$ cat src/rtl/seg7_pkg.sv
// Shared definitions for the seven-segment display path: character codes,
// scan state type and the code-to-segment decode function.
package seg7_pkg;

  localparam int CHAR_W     = 5;
  localparam int NUM_DIGITS = 8;

  // Non-hex character codes; 0x00-0x0F are the hex digits themselves.
  localparam logic [CHAR_W-1:0] CH_BLANK = 5'h10;
  localparam logic [CHAR_W-1:0] CH_DASH  = 5'h11;
  localparam logic [CHAR_W-1:0] CH_U     = 5'h12;
  localparam logic [CHAR_W-1:0] CH_T     = 5'h13;
  localparam logic [CHAR_W-1:0] CH_N     = 5'h14;
  localparam logic [CHAR_W-1:0] CH_R     = 5'h15;
  localparam logic [CHAR_W-1:0] CH_O     = 5'h16;
  localparam logic [CHAR_W-1:0] CH_L     = 5'h17;

  typedef enum logic {
    BLANK = 1'b0,
    SHOW  = 1'b1
  } scan_state_e;

  // Returns active-low segments in gfedcba order (bit 0 = segment a).
  // Unused codes fall through to blank.
  function automatic logic [6:0] seg_decode(input logic [CHAR_W-1:0] code);
    logic [6:0] seg;
    case (code)
      5'h00:    seg = 7'h40;
      5'h01:    seg = 7'h79;
      5'h02:    seg = 7'h24;
      5'h03:    seg = 7'h30;
      5'h04:    seg = 7'h19;
      5'h05:    seg = 7'h12;
      5'h06:    seg = 7'h02;
      5'h07:    seg = 7'h78;
      5'h08:    seg = 7'h00;
      5'h09:    seg = 7'h10;
      5'h0A:    seg = 7'h08;
      5'h0B:    seg = 7'h03;
      5'h0C:    seg = 7'h46;
      5'h0D:    seg = 7'h21;
      5'h0E:    seg = 7'h06;
      5'h0F:    seg = 7'h0E;
      CH_DASH:  seg = 7'h3F;
      CH_U:     seg = 7'h41;
      CH_T:     seg = 7'h07;
      CH_N:     seg = 7'h2B;
      CH_R:     seg = 7'h2F;
      CH_O:     seg = 7'h23;
      CH_L:     seg = 7'h47;
      default:  seg = 7'h7F;
    endcase
    return seg;
  endfunction

endpackage

$ cat src/rtl/seg7_decode.sv
// Combinational character decoder; thin wrapper so other display logic can
// share the same segment table.
module seg7_decode
  import seg7_pkg::*;
(
  input  logic [CHAR_W-1:0] code_i,
  output logic [6:0]        seg_o
);

  assign seg_o = seg_decode(code_i);

endmodule

$ cat src/rtl/seg7_scan_driver.sv
// Multiplexed 8-digit seven-segment driver. Accepts whole frames over
// valid/ready into a shadow buffer and swaps them into the visible buffer
// only at a scan-frame boundary, so a frame never tears mid-scan. Each digit
// gets a blanking gap before it is lit to suppress ghosting.
module seg7_scan_driver
  import seg7_pkg::*;
#(
  parameter int TICK_DIV    = 50_000,
  parameter int BLANK_TICKS = 1,
  parameter int ON_TICKS    = 3,
  parameter int CHAR_W      = 5
) (
  input  logic                  clk,
  input  logic                  nrst,
  input  logic                  en,
  input  logic                  frame_valid,
  output logic                  frame_ready,
  input  logic [8*CHAR_W-1:0]   frame_data,
  input  logic [7:0]            dp_mask,
  output logic                  frame_start,
  output logic [7:0]            cathodes,
  output logic [7:0]            anodes
);

  if (CHAR_W != seg7_pkg::CHAR_W) begin : g_char_w_guard
    $error("CHAR_W must equal seg7_pkg::CHAR_W");
  end

  localparam int PW       = (TICK_DIV > 1) ? $clog2(TICK_DIV) : 1;
  localparam int MAX_TICK = (BLANK_TICKS > ON_TICKS) ? BLANK_TICKS : ON_TICKS;
  localparam int TW       = (MAX_TICK > 1) ? $clog2(MAX_TICK) : 1;

  localparam logic [PW-1:0] PRESC_LAST = PW'(TICK_DIV - 1);
  localparam logic [TW-1:0] BLANK_LAST = TW'(BLANK_TICKS - 1);
  localparam logic [TW-1:0] ON_LAST    = TW'(ON_TICKS - 1);

  logic [PW-1:0]              presc_q, presc_d;
  logic [TW-1:0]              tcnt_q, tcnt_d;
  scan_state_e                state_q, state_d;
  logic [2:0]                 digit_q, digit_d;
  logic [7:0][CHAR_W-1:0]     active_q, active_d;
  logic [7:0]                 act_dp_q, act_dp_d;
  logic [7:0][CHAR_W-1:0]     shadow_q, shadow_d;
  logic [7:0]                 sh_dp_q, sh_dp_d;
  logic                       pending_q, pending_d;
  logic [7:0]                 anodes_q, anodes_d;
  logic [7:0]                 cathodes_q, cathodes_d;
  logic                       fs_q, fs_d;

  logic       tick;
  logic       phase_last;
  logic       accept;
  logic       swap;
  logic [6:0] seg_cur;

  assign tick       = en && (presc_q == PRESC_LAST);
  assign phase_last = (state_q == BLANK) ? (tcnt_q == BLANK_LAST) : (tcnt_q == ON_LAST);
  assign accept     = frame_valid && !pending_q;
  // A swap needs pending=1 and an accept needs pending=0, so they are exclusive.
  assign swap       = pending_q &&
                      (!en || (tick && phase_last && state_q == SHOW && digit_q == 3'd7));

  seg7_decode u_decode (
    .code_i (active_q[digit_q]),
    .seg_o  (seg_cur)
  );

  // Prescaler, per-phase tick counter and BLANK/SHOW sequencing per digit.
  always_comb begin
    // NOTE: every signal gets a default first so no path leaves it unassigned (no latch).
    presc_d = presc_q;
    tcnt_d  = tcnt_q;
    state_d = state_q;
    digit_d = digit_q;
    if (!en) begin
      presc_d = '0;
      tcnt_d  = '0;
      state_d = BLANK;
      digit_d = 3'd0;
    end else begin
      presc_d = tick ? '0 : presc_q + 1'b1;
      if (tick) begin
        if (phase_last) begin
          tcnt_d = '0;
          if (state_q == BLANK) begin
            state_d = SHOW;
          end else begin
            state_d = BLANK;
            digit_d = digit_q + 3'd1;
          end
        end else begin
          tcnt_d = tcnt_q + 1'b1;
        end
      end
    end
  end

  // Frame handshake into the shadow buffer and boundary swap into the active buffer.
  always_comb begin
    shadow_d  = shadow_q;
    sh_dp_d   = sh_dp_q;
    active_d  = active_q;
    act_dp_d  = act_dp_q;
    pending_d = pending_q;
    if (accept) begin
      shadow_d  = frame_data;
      sh_dp_d   = dp_mask;
      pending_d = 1'b1;
    end
    if (swap) begin
      active_d  = shadow_q;
      act_dp_d  = sh_dp_q;
      pending_d = 1'b0;
    end
  end

  // Pin-level outputs derived from the current scan position.
  always_comb begin
    anodes_d   = 8'hFF;
    cathodes_d = 8'hFF;
    fs_d       = en && (state_q == BLANK) && (digit_q == 3'd0) &&
                 (presc_q == '0) && (tcnt_q == '0);
    if (en && state_q == SHOW) begin
      anodes_d   = ~(8'b1 << digit_q);
      cathodes_d = {~act_dp_q[digit_q], seg_cur};
    end
  end

  // Control state, visible frame and output registers with synchronous reset.
  always_ff @(posedge clk) begin
    // NOTE: sequential state uses non-blocking assignments so all registers update together.
    if (!nrst) begin
      presc_q    <= '0;
      tcnt_q     <= '0;
      state_q    <= BLANK;
      digit_q    <= 3'd0;
      active_q   <= {NUM_DIGITS{CH_BLANK}};
      act_dp_q   <= 8'h00;
      pending_q  <= 1'b0;
      anodes_q   <= 8'hFF;
      cathodes_q <= 8'hFF;
      fs_q       <= 1'b0;
    end else begin
      presc_q    <= presc_d;
      tcnt_q     <= tcnt_d;
      state_q    <= state_d;
      digit_q    <= digit_d;
      active_q   <= active_d;
      act_dp_q   <= act_dp_d;
      pending_q  <= pending_d;
      anodes_q   <= anodes_d;
      cathodes_q <= cathodes_d;
      fs_q       <= fs_d;
    end
  end

  // Shadow frame storage.
  always_ff @(posedge clk) begin
    // NOTE: the shadow buffer is not reset; it is only read after pending is set, which reset clears.
    shadow_q <= shadow_d;
    sh_dp_q  <= sh_dp_d;
  end

  assign frame_ready = !pending_q;
  assign frame_start = fs_q;
  assign anodes      = anodes_q;
  assign cathodes    = cathodes_q;

endmodule

$ cat config.mk
export PLATFORM = sky130hd
export DESIGN_NAME = seg7_scan_driver
export DESIGN_NICKNAME = d
export VERILOG_FILES = /design/src/rtl/seg7_pkg.sv /design/src/rtl/seg7_decode.sv /design/src/rtl/seg7_scan_driver.sv
export SDC_FILE = /design/constraint.sdc
export NUM_CORES = 1
export LEC_CHECK = 0
export BUFFER_PORTS_ARGS = -buffer_cell sky130_fd_sc_hd__buf_2
export CORE_UTILIZATION = 35
export DETAILED_ROUTE_END_ITERATION = 7
export PLACE_DENSITY_LB_ADDON = 0.08
export SLEW_MARGIN = 20
export SYNTH_ARGS = -nofsm -noshare
export SYNTH_HDL_FRONTEND = slang
export SYNTH_SLANG_ARGS = --single-unit
$ cat constraint.sdc
create_clock -name clk -period 4.3 [get_ports clk]
set_input_delay 0.645 -clock clk [delete_from_list [all_inputs] [get_ports clk]]
set_output_delay 0.645 -clock clk [all_outputs]
set_load 0.01 [all_outputs]
==> results.cfg <==
[status]
outcome = finished clean

[placement]
dpl_cell_area_um2 = 6082
hpwl_um = 7343
numPortBuffers = 69
placed_cells = 719
gp_congestion = 0.7975

[clock_tree]
cts_tree = done
cts_hold_buf = 0
cts.sink_count = 136
cts_buffer_depth = 2
clk_pin_slew_ns = 0.07
clock-root-buffer = clkbuf_16
numCtsBuffers = 17
htreeDepth = 4
clk_latency_ns = 0.42
cts_resized = 0
post_cts_buffers = 0

[power_and_ir_drop]
vdd_drop_max_mv = 0.2804
p_leak_nw = 2.408
p_per_area_nw_per_um2 = 442.5
power_mw = 2.943

[floorplanning]
die_y_um = 127.7
die-width_um = 127.7
io_pins = 70
num_rows = 45
initial_core_util_pct = 36.13
die_area_um2 = 16320
core_um2 = 15310

[synthesis]
syn_area_per_cell_um2 = 12.24
yosys_warnings = 0
ys_ff_latch = 136
syn_inst = 452
synth_fp_nets = 520
async_flop_share_pct = 0
synth_area_um2 = 5533
ys.flop_type = dfxtp_1
yosysUniqueCellTypes = 45
synth_edf_count = 48
synth_seq_area_share_pct = 57.89

[drt]
wl_per_cell_um = 14.18
drt_first_pass_iters = 4
routed-via-count = 3408
wl_um = 10650
vias_per_cell = 4.538
drc = 0
ant_nets = 0
drt-initial-drc-count = 225

[setup_path]
worstPathRequired_ns = 4.57
worstPathArrival_ns = 3.44
startpoint_type = flip-flop
crit_path_max_fanout = 14
end_kind = flip-flop
worst-setup-path-type = reg -> reg

[layout]
area.growth.synth_to_final_pct = 20.22
multi_input_area_um2 = 2176
seq_area_um2 = 3203
drive_above_1_share_pct = 22.22
nFillCells = 1448
layout.nets = 595
num_antenna_cells = 0
design_area_um2 = 6651
final_util_pct = 43.43
stdcell_count = 751

[timing]
skew_ns = 0.01066
setup_violations = 0
relSlewSlack_pct = 41.40
min_period_ns = 3.162
rsz0062_at_grt = false
hold_viol = 0
final_max_slew_viol_count = 0
tns_ns = 0
finalCritPeriodShare_pct = 73.53
worstMarginPinSlew_ns = 0.8546
clock.fmax_mhz = 316.3

[grt]
antenna_found_initial = 0
grt_pass1_wl_um = 17910
gr-total-overflow = 0
grt_max_degree = 52
grt_pass1_vias = 3471
grtUsageTotal_pct = 14.58

[hold_path]
hold_path_class = in -> reg

[job]
max_cap_viol_count = 0
[sequential cells by signal (all words and copies together), names as in the netlist]
| name | flops |
|---|---|
| active_q | 40 |
| shadow_q | 40 |
| presc_q | 16 |
| act_dp_q | 8 |
| anodes | 8 |
| cathodes | 8 |
| sh_dp_q | 8 |
| digit_q | 3 |
| tcnt_q | 2 |
| frame_start | 1 |
| pending_q | 1 |
| state_q | 1 |
[cell usage after synthesis (all sizes together) (2+ instances only)]
master | instances | area share [%]
o21ai | 4 | 0.36
a21oi | 5 | 0.45
buf | 11 | 1.6
nand3b | 2 | 0.27
nand3 | 12 | 1.1
nor2b | 47 | 5.3
xor2 | 9 | 1.4
nor3 | 6 | 0.54
inv | 14 | 0.95
xnor2 | 6 | 0.95
clkbuf | 7 | 0.47
mux4 | 10 | 4.1
nand4 | 5 | 0.57
nor2 | 34 | 2.3
and3 | 5 | 0.57
ha | 16 | 3.6
mux2i | 59 | 11
a31oi | 5 | 0.57
a22oi | 3 | 0.41
and2 | 3 | 0.34
and4 | 3 | 0.47
nor4 | 2 | 0.34
dfxtp | 88 | 32
edfxtp | 48 | 26
nand2 | 34 | 2.3
[report_power, final]
part	switching [mW]	leakage (nW)	internal [mW]
registers	0.0218	1.17	1.39
logic	0.0734	0.966	0.0651
clock network	0.586	0.268	0.810
[logic make-up (layout without fill, tap and decap cells)]
family,after synthesis,count (layout),share of synthesized area [%]
AOI/OAI and AO/OA,25,25,3.166
muxes,69,69,15.04
adders and majority gates,16,16,3.618
buffers and inverters,33,121,3.121
DFF,136,136,57.89
xor gates and xnor gates,15,15,2.375
and+or+nand+nor,158,158,14.79
[routing by layer]
layer	vias to the layer above	routed length [µm]	global-route usage, %
met5	-	0	0
met4	0	182	6.851
met3	15	404	4.007
met2	64	4779	22.89
met1	1586	5281	18.66
li1	1743	-	-
[critical path: stages, from the launching register on]
cell	delay, ns
dfxtp_1	0.78
buf_4	0.29
mux4_2	0.50
mux2i_1	0.66
nand4_1	0.45
nor3_1	0.29
a31oi_1	0.06
[metrics by stage]
step	hold WS (ns)	setup WS, ns
2_1_floorplan	0.4374	1.064
6_report	0.3917	1.138
5_1_grt	0.3765	0.8296
4_1_cts	0.3680	1.089
3_5_place_dp	0.4590	1.100
3_3_place_gp	0.4575	1.267
[cells in the final DEF (no fill, tap or decap), drive strengths merged, types with 16 or more instances in the layout]
cell,instances
dfxtp,88
ha,16
mux2i,59
nand2,34
nor2b,47
buf,74
nor2,34
clkbuf,18
edfxtp,48
inv,21
[layout make-up]
| type | count | share of cell area [%] |
|---|---|---|
| sequential | 136 | 48.16 |
| multi-input combinational | 283 | 32.71 |
| timing repair buffer | 74 | 5.756 |
| inverter | 15 | 0.8465 |
| clock buffer | 18 | 6.452 |
| clock inverter | 14 | 2.107 |
| tap | 211 | 3.969 |
[worst paths after layout]
check / endpoint / from / slack [ns] / cells after the start
worst max-delay path: cathodes[5]$_SDFF_PN1_ / digit_q[0]$_SDFFE_PN0P_ / 1.14 / 6
worst min-delay path: shadow_q[39]$_DFFE_PP_ / frame_data[39] / 0.39 / 1
worst max register to register: cathodes[5]$_SDFF_PN1_ / digit_q[0]$_SDFFE_PN0P_ / 1.14 / 6
worst min register to register: tcnt_q[0]$_SDFFE_PN0N_ / tcnt_q[0]$_SDFFE_PN0N_ / 0.47 / 2
Power figures use the tool's default switching activity.
